**config.mk**
```make
export PLATFORM = sky130hd
export DESIGN_NAME = wb_cmd_master
export DESIGN_NICKNAME = d
export VERILOG_FILES = /design/src/rtl/wb_cmd_master.sv
export SDC_FILE = /design/constraint.sdc
export NUM_CORES = 1
export LEC_CHECK = 0
export BUFFER_PORTS_ARGS = -buffer_cell sky130_fd_sc_hd__buf_2
export CORE_MARGIN = 2
export CORE_UTILIZATION = 48
export DETAILED_ROUTE_END_ITERATION = 12
export HOLD_SLACK_MARGIN = 0.08
export PLACE_DENSITY_LB_ADDON = 0.2
export SLEW_MARGIN = 20
export SYNTH_ARGS = -nofsm -noshare
export SYNTH_HDL_FRONTEND = slang
export SYNTH_SLANG_ARGS = --single-unit
```
**constraint.sdc**
```tcl
create_clock -name clk_i -period 2.3 [get_ports clk_i]
set_input_delay 0.46 -clock clk_i [delete_from_list [all_inputs] [get_ports clk_i]]
set_output_delay 0.46 -clock clk_i [all_outputs]
set_load 0.05 [all_outputs]
```
**src/rtl/wb_cmd_master.sv**
```systemverilog
// wb_cmd_master: Wishbone B4 pipelined initiator driven by a single-word
// valid/ready command channel. One transaction is outstanding at a time.
// Retry, error and timeout outcomes are reported on the response channel.
module wb_cmd_master #(
    parameter int ADR_W          = 30,
    parameter int TIMEOUT_CYCLES = 255,
    parameter int RETRY_MAX      = 3
) (
    input  logic             clk_i,
    input  logic             rst_n_i,
    input  logic             cmd_valid_i,
    output logic             cmd_ready_o,
    input  logic             cmd_we_i,
    input  logic [ADR_W-1:0] cmd_adr_i,
    input  logic [3:0]       cmd_sel_i,
    input  logic [31:0]      cmd_dat_i,
    output logic             rsp_valid_o,
    input  logic             rsp_ready_i,
    output logic [31:0]      rsp_dat_o,
    output logic             rsp_err_o,
    output logic             rsp_timeout_o,
    output logic             wb_cyc_o,
    output logic             wb_stb_o,
    output logic             wb_we_o,
    output logic [ADR_W-1:0] wb_adr_o,
    output logic [3:0]       wb_sel_o,
    output logic [31:0]      wb_dat_o,
    input  logic [31:0]      wb_dat_i,
    input  logic             wb_ack_i,
    input  logic             wb_err_i,
    input  logic             wb_rty_i,
    input  logic             wb_stall_i
);

    localparam int TMO_W = (TIMEOUT_CYCLES > 1) ? $clog2(TIMEOUT_CYCLES + 1) : 1;
    localparam int RTY_W = (RETRY_MAX > 1) ? $clog2(RETRY_MAX + 1) : 1;
    localparam logic [TMO_W-1:0] TMO_LAST  = TMO_W'((TIMEOUT_CYCLES > 0) ? TIMEOUT_CYCLES - 1 : 0);
    localparam logic [RTY_W-1:0] RTY_LIMIT = RTY_W'(RETRY_MAX);
    localparam bit               TMO_EN    = (TIMEOUT_CYCLES > 0);

    typedef enum logic [2:0] {
        ST_IDLE    = 3'd0,
        ST_REQ     = 3'd1,
        ST_WAIT    = 3'd2,
        ST_BACKOFF = 3'd3,
        ST_RSP     = 3'd4
    } state_t;

    state_t             state_q, state_d;
    logic               cyc_q, cyc_d;
    logic               stb_q, stb_d;
    logic               cmd_ready_q, cmd_ready_d;
    logic               we_q, we_d;
    logic [ADR_W-1:0]   adr_q, adr_d;
    logic [3:0]         sel_q, sel_d;
    logic [31:0]        dat_q, dat_d;
    logic               rsp_valid_q, rsp_valid_d;
    logic               rsp_err_q, rsp_err_d;
    logic               rsp_tmo_q, rsp_tmo_d;
    logic [31:0]        rsp_dat_q, rsp_dat_d;
    logic [TMO_W-1:0]   tmo_cnt_q, tmo_cnt_d;
    logic [RTY_W-1:0]   rty_cnt_q, rty_cnt_d;

    // Next-state, bus request fields, counters and response fields.
    always_comb begin
        state_d   = state_q;
        we_d      = we_q;
        adr_d     = adr_q;
        sel_d     = sel_q;
        dat_d     = dat_q;
        tmo_cnt_d = tmo_cnt_q;
        rty_cnt_d = rty_cnt_q;
        rsp_err_d = rsp_err_q;
        rsp_tmo_d = rsp_tmo_q;
        rsp_dat_d = rsp_dat_q;

        case (state_q)
            ST_IDLE: begin
                if (cmd_valid_i) begin
                    we_d      = cmd_we_i;
                    adr_d     = cmd_adr_i;
                    sel_d     = cmd_sel_i;
                    dat_d     = cmd_dat_i;
                    tmo_cnt_d = {TMO_W{1'b0}};
                    state_d   = ST_REQ;
                end else begin
                    state_d = ST_IDLE;
                end
            end
            ST_REQ, ST_WAIT: begin
                // cyc is high in both states, so terminations are live here.
                if (wb_err_i) begin
                    rsp_err_d = 1'b1;
                    rsp_tmo_d = 1'b0;
                    rsp_dat_d = 32'h0000_0000;
                    state_d   = ST_RSP;
                end else if (wb_ack_i) begin
                    rsp_err_d = 1'b0;
                    rsp_tmo_d = 1'b0;
                    rsp_dat_d = we_q ? 32'h0000_0000 : wb_dat_i;
                    state_d   = ST_RSP;
                end else if (wb_rty_i) begin
                    if (rty_cnt_q < RTY_LIMIT) begin
                        rty_cnt_d = rty_cnt_q + {{(RTY_W-1){1'b0}}, 1'b1};
                        state_d   = ST_BACKOFF;
                    end else begin
                        rsp_err_d = 1'b1;
                        rsp_tmo_d = 1'b0;
                        rsp_dat_d = 32'h0000_0000;
                        state_d   = ST_RSP;
                    end
                end else if (TMO_EN && (tmo_cnt_q == TMO_LAST)) begin
                    rsp_err_d = 1'b1;
                    rsp_tmo_d = 1'b1;
                    rsp_dat_d = 32'h0000_0000;
                    state_d   = ST_RSP;
                end else begin
                    if (TMO_EN) begin
                        tmo_cnt_d = tmo_cnt_q + {{(TMO_W-1){1'b0}}, 1'b1};
                    end else begin
                        tmo_cnt_d = tmo_cnt_q;
                    end
                    if ((state_q == ST_REQ) && !wb_stall_i) begin
                        state_d = ST_WAIT;
                    end else begin
                        state_d = state_q;
                    end
                end
            end
            ST_BACKOFF: begin
                // One idle bus cycle, then re-issue the same request.
                tmo_cnt_d = {TMO_W{1'b0}};
                state_d   = ST_REQ;
            end
            ST_RSP: begin
                if (rsp_ready_i) begin
                    rty_cnt_d = {RTY_W{1'b0}};
                    rsp_err_d = 1'b0;
                    rsp_tmo_d = 1'b0;
                    rsp_dat_d = 32'h0000_0000;
                    state_d   = ST_IDLE;
                end else begin
                    state_d = ST_RSP;
                end
            end
            default: begin
                state_d = ST_IDLE;
            end
        endcase

        cyc_d       = (state_d == ST_REQ) || (state_d == ST_WAIT);
        stb_d       = (state_d == ST_REQ);
        cmd_ready_d = (state_d == ST_IDLE);
        rsp_valid_d = (state_d == ST_RSP);
    end

    // State and registered outputs; async reset drops the bus immediately.
    always_ff @(posedge clk_i or negedge rst_n_i) begin
        if (!rst_n_i) begin
            state_q     <= ST_IDLE;
            cyc_q       <= 1'b0;
            stb_q       <= 1'b0;
            cmd_ready_q <= 1'b1;
            we_q        <= 1'b0;
            adr_q       <= {ADR_W{1'b0}};
            sel_q       <= 4'h0;
            dat_q       <= 32'h0000_0000;
            rsp_valid_q <= 1'b0;
            rsp_err_q   <= 1'b0;
            rsp_tmo_q   <= 1'b0;
            rsp_dat_q   <= 32'h0000_0000;
            tmo_cnt_q   <= {TMO_W{1'b0}};
            rty_cnt_q   <= {RTY_W{1'b0}};
        end else begin
            state_q     <= state_d;
            cyc_q       <= cyc_d;
            stb_q       <= stb_d;
            cmd_ready_q <= cmd_ready_d;
            we_q        <= we_d;
            adr_q       <= adr_d;
            sel_q       <= sel_d;
            dat_q       <= dat_d;
            rsp_valid_q <= rsp_valid_d;
            rsp_err_q   <= rsp_err_d;
            rsp_tmo_q   <= rsp_tmo_d;
            rsp_dat_q   <= rsp_dat_d;
            tmo_cnt_q   <= tmo_cnt_d;
            rty_cnt_q   <= rty_cnt_d;
        end
    end

    assign cmd_ready_o   = cmd_ready_q;
    assign wb_cyc_o      = cyc_q;
    assign wb_stb_o      = stb_q;
    assign wb_we_o       = we_q;
    assign wb_adr_o      = adr_q;
    assign wb_sel_o      = sel_q;
    assign wb_dat_o      = dat_q;
    assign rsp_valid_o   = rsp_valid_q;
    assign rsp_err_o     = rsp_err_q;
    assign rsp_timeout_o = rsp_tmo_q;
    assign rsp_dat_o     = rsp_dat_q;

endmodule

```
Word-level counts from Yosys, hierarchy flattened
Cells that the tools add are included.
{ "word_totals": {"regBits": 118, "input_bits": 107, "out_inout_bits": 105, "word_cells": 88} }
{ "op_classes": {"n_addsub": 2, "n_lt_le_gt_ge": 1, "n_eq_ne": 18, "n_mux": 41, "reduce_logical": 12} }
{ "ops": {"columns": ["cell", "count"], "rows": [
  ["32-bit two-way mux", 7],
  ["32-bit one-hot mux with 2 select lines", 1],
  ["8-bit two-way mux", 5],
  ["8-bit one-hot mux with 3 select lines", 1],
  ["3-bit two-way mux", 7],
  ["2-bit inequality test (second input constant)", 8],
  ["3-bit one-hot mux with 4 select lines", 1],
  ["6-bit AND reduction", 2],
  ["1-bit two-way mux", 11],
  ["2-bit two-way mux", 5],
  ["5-bit inequality test (second input constant)", 2],
  ["3-bit by 2-bit == test with 1-bit output (second input constant)", 3],
  ["8-bit by 1-bit adder with 8-bit output (second input constant)", 1],
  ["8-bit == test (second input constant)", 1],
  ["3-bit by 1-bit == test with 1-bit output (second input constant)", 2],
  ["3-bit == test (second input constant)", 2],
  ["3-bit logical NOT", 2],
  ["1-bit one-hot mux with 2 select lines", 2],
  ["2-bit one-hot mux with 2 select lines", 1],
  ["4-bit AND reduction", 1],
  ["3-bit nonzero test", 1],
  ["2-bit by 1-bit adder with 2-bit output (second input constant)", 1],
  ["2-bit < comparator (second input constant)", 1],
  ["2-bit AND reduction", 1],
  ["5 further kinds", 5]
]} }

Depth between registers and ports, before layout
Gate-level depths: netlist of the first run.
{ "depth": {"word_depth": 10, "ltp_mapped": 6, "ltp_nobuf": 5} }

Worst setup path after synthesis of the first run
OpenSTA, ideal clock, no wires.
{ "synth_timing": {"kind": "input -> register", "start": "input port wb_err_i", "end": "register tmo_cnt_q[2]", "setup_ns": 0.078, "t_arrival_ns": 1.823, "required_time_ns": 2.222, "setup_slack_ns": 0.399, "path_stages": 5, "path_buffers": 1, "path_cell_list": "or3_1 -> a41o_1 -> buf_6 -> or4_1 -> a21oi_1"} }
{ "synth_between": {"elab_chain_len": 2} }
{ "synth_rtl": {"columns": ["element", "line", "text"], "rows": [
  ["start, declared", "30", "input logic wb_err_i,"],
  ["2-bit inequality test (no source line)", null, null],
  ["6-bit AND reduction (no source line)", null, null],
  ["end signal, assigned", "172", "tmo_cnt_q <= {TMO_W{1'b0}};"],
  ["end signal, assigned", "187", "tmo_cnt_q <= tmo_cnt_d;"],
  ["end, declared", "61", "logic [TMO_W-1:0] tmo_cnt_q, tmo_cnt_d;"]
]} }
No other way between the ends.
A chain may end at the register's enable or synchronous reset.

Final worst setup path of the first run
{ "layout_timing": {"start": "register state_q[1]", "end": "register rsp_dat_q[19] (netlist: rsp_dat_o[19])"} }
{ "layout_between": {"elab_chain_len": 4, "elab_cells_between_ends": 10, "classes_between": "6 x eq/ne; 1 x mux; 3 x reduce/logical"} }
{ "layout_rtl": {"columns": ["element", "line", "text"], "rows": [
  ["start, declared", "49", "state_t state_q, state_d;"],
  ["start signal, assigned", "175", "state_q <= state_d;"],
  ["3-bit by 1-bit == test with 1-bit output / 3-bit by 2-bit == test with 1-bit output (equally long branches)", "77", "case (state_q)"],
  ["2-bit OR reduction", "77", null],
  ["5-bit inequality test (no source line) / 2-bit nonzero test (equally long branches)", null, null],
  ["4-bit AND reduction (no source line)", null, null],
  ["end signal, assigned", "186", "rsp_dat_q <= rsp_dat_d;"],
  ["end, declared", "60", "logic [31:0] rsp_dat_q, rsp_dat_d;"]
]} }
Parallel ways exist; a longest one is shown, timed or not.

==> impl_metrics.csv, run 1 <==
group,metric,value,unit
outcome,status,"finished, final reports clean",
detailed_routing,ant_nets,0,
detailed_routing,drc,0,
die,die_x,105,um
detailed_routing,routedWlPerCell,15.4,um
place,post_dp_cell_area,0.00617,mm2
place,pre_cts_slack,0.117,ns
detailed_routing,via_per_inst,4.94,
sta,max_freq,490,MHz
sta,finalCritPeriodShare,0.887,
detailed_routing,drt_iter0_drc,124,
finish,fin_nets,708,
sta,timing.setup.tns,0,ns
detailed_routing,dr_total_vias,3679,
place,place_congestion,0.796,
setup_path,cp_slowest_stage_delay,0.57,ns
logic_synthesis,ys_ff_latch,118,
finish,final_common_cell,"buf_2",
finish,drive_above_1_share,0.529,
clocking,clock_path_buffers,2,
sta,finClkSkew,0.0124,ns
detailed_routing,postRouteWirelength,11.4,mm
place,dp.final_hpwl,8.26,mm
clocking,cts-resized-gates,0,
setup_path,r2r_start,"state_q[1]",
setup_path,crit_required,2.73,ns
hold_path,hold_class,"input port to flop",
setup_path,critPathTopFamily,"flip-flops",
setup_path,slowest_stage,"dfrtp_1",
logic_synthesis,syn_nets,486,
clocking,ctsRootBufferMaster,"clkbuf_8",
setup_path,critPathMaxFanout,30,
clocking,cts_buffers,17,
finish,final_cell_mix,"buf_2, dfrtp_1, mux2_2",
sta,rsz0062_at_grt,"false",
logic_synthesis,async_flop_share,1.00,
power,p_per_area,1740,mW/mm2
clocking,htree_levels,4,
logic_synthesis,syn_inst,376,
grt,met2_usage,0.359,
setup_path,cp.arrival,2.47,ns
finish,final_area,0.00672,mm2
clocking,clk_pin_slew,0.06,ns
grt,grt_use_met1,0.252,
finish,antenna_cells,0,
hold_path,min_from,"cmd_dat_i[18]",
finish,area_delta_synth_final,36.7,%
sta,fin_crit,2.04,ns
grt,grt.busiest_layer,"met2",
logic_synthesis,synthFlopType,"dfrtp_1",
sta,max_slew.worst_pin.slew,0.434,ns
setup_path,worstSetupEndpointType,"flop",
grt,grt_overflow,0,
setup_path,crit_buf_inv,1,
sta,hold_viol,0,
clocking,cts_tree,"built",
die,die_h,105,um
clocking,clk_latency,0.52,ns
power,total_power,11.7,mW
setup_path,crit_start,"state_q[1]",
logic_synthesis,synth-seq-area-share,0.601,
job,drv_cap,0,
sta,report.final.setup_viol,0,
sta,worst_hold_slack,0.171,ns
logic_synthesis,synth.distinct_cells,39,
logic_synthesis,avgSynthCellArea,13.1,um2
grt,met3_usage,0.0785,
grt,grt_max_degree,60,
die,coreArea,0.00986,mm2
setup_path,critical_path_class,"flop to flop",
setup_path,cp-start-kind,"flop",
sta,worst_slack,0.259,ns
logic_synthesis,ys_warn_count,0,
die,rows,36,
setup_path,crit_chain,"xnor2_1, or3_1, a22oi_4, buf_12, mux2i_1",
grt,grt_pass1_vias,3834,
sta,drv_slew,0,
power,vdd_drop_max,1.10,mV
grt,grt_util_all_layers,0.217,
detailed_routing,drtPass1Iterations,4,
die,dieArea,0.0111,mm2
clocking,cts_sinks,118,
die,initial_core_util,0.498,
sta,slew-limit-headroom,0.707,
logic_synthesis,syn_area,0.00492,mm2
die,io_pins,212,
power,leakage,3.32,nW
place,io_buffer_count,211,
grt,grt_first_pass_wirelength,18.5,mm
logic_synthesis,synth-edff-count,0,
setup_path,r2r_setup_slack,0.26,ns
grt,antenna_found_initial,0,
layout make-up:
type / count / area, um2
Sequential cell: 118 / 2950
Fill cell: 761 / 3140
Clock inverter: 5 / 50.0
Inverter: 36 / 135
Tap cell: 133 / 166
Timing Repair Buffer: 221 / 1170
Clock buffer: 27 / 492
Multi-Input combinational cell: 204 / 1750
routing by layer:
metal	part of all wire	vias to the layer above	wire length, um
met4	0.025	0	287
met2	0.53	118	6010
met5	0	-	0
met3	0.060	24	688
met1	0.39	1806	4440
li1	-	1731	-
cells by family (layout without fill, tap and decap cells):
group | Yosys count | in the layout | synth area share
muxes | 106 | 106 | 0.233
DFF | 118 | 118 | 0.601
and+or+nand+nor | 73 | 73 | 0.0766
xor gates and xnor gates | 1 | 1 | 0.00178
adders and majority gates | 3 | 3 | 0.00763
AOI/OAI and AO/OA | 21 | 21 | 0.0333
buffers and inverters | 54 | 289 | 0.0466
path summary, 6_finish.rpt:
path,endpoint,cells past startpoint
worst max register to register,rsp_dat_o[19],5
worst min-delay path,wb_dat_o[18],2
max in group asynchronous,rsp_err_o,3
min in group asynchronous,rsp_valid_o,2
worst max-delay path,rsp_dat_o[19],5
worst min register to register,wb_adr_o[24],1
where the power goes:
| part | switching [mW] | internal [mW] | leakage, nW |
|---|---|---|---|
| Clock | 0.850 | 1.54 | 0.270 |
| Sequential | 0.475 | 2.95 | 1.48 |
| Combinational | 4.21 | 1.66 | 1.57 |
registers in the layout, summed over array words and instances, names as in the netlist:
name,flops
cmd_ready_o,1
rsp_dat_o,32
rsp_err_o,1
rsp_timeout_o,1
rsp_valid_o,1
rty_cnt_q,2
state_q,3
tmo_cnt_q,8
wb_adr_o,30
wb_cyc_o,1
wb_dat_o,32
wb_sel_o,4
wb_stb_o,1
wb_we_o,1
synth_stat cells, types with 3 or more instances:
master,count,area [um2]
a21oi_1,5,25.0
buf_2,6,30.0
buf_4,3,22.5
clkbuf_1,8,30.0
dfrtp_1,117,2930
ha_1,3,37.5
inv_1,36,135
mux2_2,69,777
mux2i_1,37,370
nand2_1,42,158
nand3_1,4,20.0
nor2_1,4,15.0
nor4b_2,3,45.0
o31ai_1,5,37.5
or4_1,3,22.5
per-stage QoR:
stage | util | std cells
global placement | 0.626 | 711
detailed placement | 0.626 | 711
CTS | 0.682 | 744
finish | 0.682 | 744
floorplan | - | 376
global route | 0.682 | 744
repair_timing:
item,4_1_cts,5_1_grt
setup buffers,0,0
hold endpoints to repair,26,0
hold buffers,1,0
Note: power is estimated with default switching activity, not from simulation.
==> run 2, diff against run 1 <==
- CELL_PAD_IN_SITES_DETAIL_PLACEMENT: not set -> 0
- CELL_PAD_IN_SITES_GLOBAL_PLACEMENT: not set -> 1
- CORE_MARGIN: 2 -> 5
- CORE_UTILIZATION: 48 -> 36
==> impl_metrics.csv, run 2 (synthesis results as in run 1) <==
group,metric,value,unit
detailed_routing,via_per_inst,4.59,
sta,worst_hold_slack,0.282,ns
clocking,cts_setup_buffers,0,
grt,antenna_found_initial,1,
die,rows,42,
place,io_buffer_count,211,
sta,max_freq,471,MHz
power,p_int,6.40,mW
place,dp.final_hpwl,9.15,mm
sta,slew-limit-headroom,0.569,
setup_path,cp-start-kind,"flop",
sta,drv_slew,0,
finish,final_cell_mix,"buf_2, dfrtp_1, mux2_2",
detailed_routing,drtPass1Iterations,4,
detailed_routing,drc,0,
finish,antenna_cells,0,
sta,fin_crit,2.12,ns
sta,hold_viol,0,
clocking,cts-resized-gates,0,
power,power.share.clock,0.218,
grt,met3_usage,0.0643,
power,p_seq_frac,0.283,
setup_path,cp.arrival,2.44,ns
power,switching_share,0.465,
clocking,cts_tree,"built",
grt,grt_overflow,0,
clocking,cts_buffers,17,
detailed_routing,ant_nets,0,
hold_path,hold_class,"input port to flop",
finish,drive_above_1_share,0.540,
die,die_x,127,um
sta,rsz0062_at_grt,"false",
power,vdd_drop_max,1.08,mV
clocking,cts_hold_buf,1,
clocking,clk_latency,0.40,ns
clocking,ctsRootBufferMaster,"clkbuf_16",
place,place_congestion,0.731,
power,leakage,3.38,nW
clocking,cts_sinks,118,
clocking,clk_pin_slew,0.06,ns
grt,grt_first_pass_wirelength,19.5,mm
die,dieArea,0.0161,mm2
setup_path,critical_path_class,"flop to flop",
grt,met2_usage,0.262,
setup_path,worstSetupEndpointType,"flop",
power,total_power,12.0,mW
detailed_routing,postRouteWirelength,12.1,mm
die,initial_core_util,0.370,
finish,fin_nets,714,
job,drv_cap,0,
finish,finish.utilization,0.518,
sta,timing.setup.tns,0,ns
detailed_routing,dr_total_vias,3642,
finish,final_common_cell,"buf_2",
detailed_routing,routedWlPerCell,15.2,um
power,p_switching,5.57,mW
grt,grt_use_met1,0.164,
grt,grt_util_all_layers,0.153,
grt,grt_pass1_vias,3990,
setup_path,r2r_setup_slack,0.18,ns
sta,report.final.setup_viol,0,
die,die_h,127,um
setup_path,crit_required,2.62,ns
detailed_routing,drt_iter0_drc,122,
grt,grt.busiest_layer,"met2",
clocking,clock_path_buffers,2,
die,coreArea,0.0133,mm2
clocking,htree_levels,4,
finish,area_delta_synth_final,40.1,%
die,io_pins,212,
setup_path,critPathMaxFanout,21,
sta,finClkSkew,0.00604,ns
power,p_per_area,1740,mW/mm2
sta,max_slew.worst_pin.slew,0.646,ns
grt,grt_max_degree,64,
outcome,status,"finished, final reports clean",
sta,finalCritPeriodShare,0.922,
power,power_frac_comb,0.499,
## run 2: cell count changes in the layout (fill, tap and decap cells not counted)
cell        previous run  this run
clkinvlp_4             0         2
buf_12                 3         4
buf_4                  7        12
bufinv_16              1         2
clkbuf_16             16        17
clkbuf_1               6         2
## run 2: through the flow
stage | area (um2) | setup WS, ns | instances
2_1_floorplan | 4920 | 0.399 | 376
3_5_place_dp | 6280 | 0.0196 | 760
4_1_cts | 6890 | 0.131 | 793
3_3_place_gp | 6280 | 0.110 | 760
5_1_grt | 6890 | 0.0424 | 793
6_report | 6890 | 0.179 | 793
## run 2: final cells by class
| cell class | instances | area (um2) |
|---|---|---|
| Timing Repair Buffer | 227 | 1230 |
| Inverter | 36 | 135 |
| Clock inverter | 8 | 95.1 |
| Multi-Input combinational cell | 204 | 1750 |
| Fill cell | 1198 | 6410 |
| Clock buffer | 24 | 502 |
| Tap cell | 176 | 220 |
| Sequential cell | 118 | 2950 |
## run 2: power groups by stage
stage	clock network, mW	registers, mW	logic (mW)
2_1_floorplan	0	6.32	1.60
3_3_place_gp	0	3.38	6.00
3_5_place_dp	0	3.42	6.05
4_1_cts	2.68	3.40	6.06
5_1_grt	2.78	3.51	6.28
6_report	2.61	3.39	5.97
## run 2: worst paths after layout
kind / endpoint / start / depth (start not counted)
setup reg to reg: rsp_dat_o[14] / rty_cnt_q[0] / 6
hold / removal: wb_adr_o[7] / cmd_adr_i[7] / 2
setup / recovery: rsp_dat_o[14] / rty_cnt_q[0] / 6
max in group asynchronous: cmd_ready_o / rst_n_i / 3
hold reg to reg: rty_cnt_q[0] / rty_cnt_q[0] / 1
min in group asynchronous: wb_adr_o[26] / rst_n_i / 2
## run 2: routing by layer
metal  up-vias  wire length, um
met1      1762             4540
met3        26             1000
met2       113             6180
li1       1739                -
met4         2              314
met5         -               20
## run 2: critical path, stage by stage (launching register included)
cell and delay [ns]:
dfrtp_1 0.36, ha_1 0.18, nor4b_2 0.06, or3_1 0.38, a22oi_4 0.55, buf_12 0.28, mux2i_1 0.22
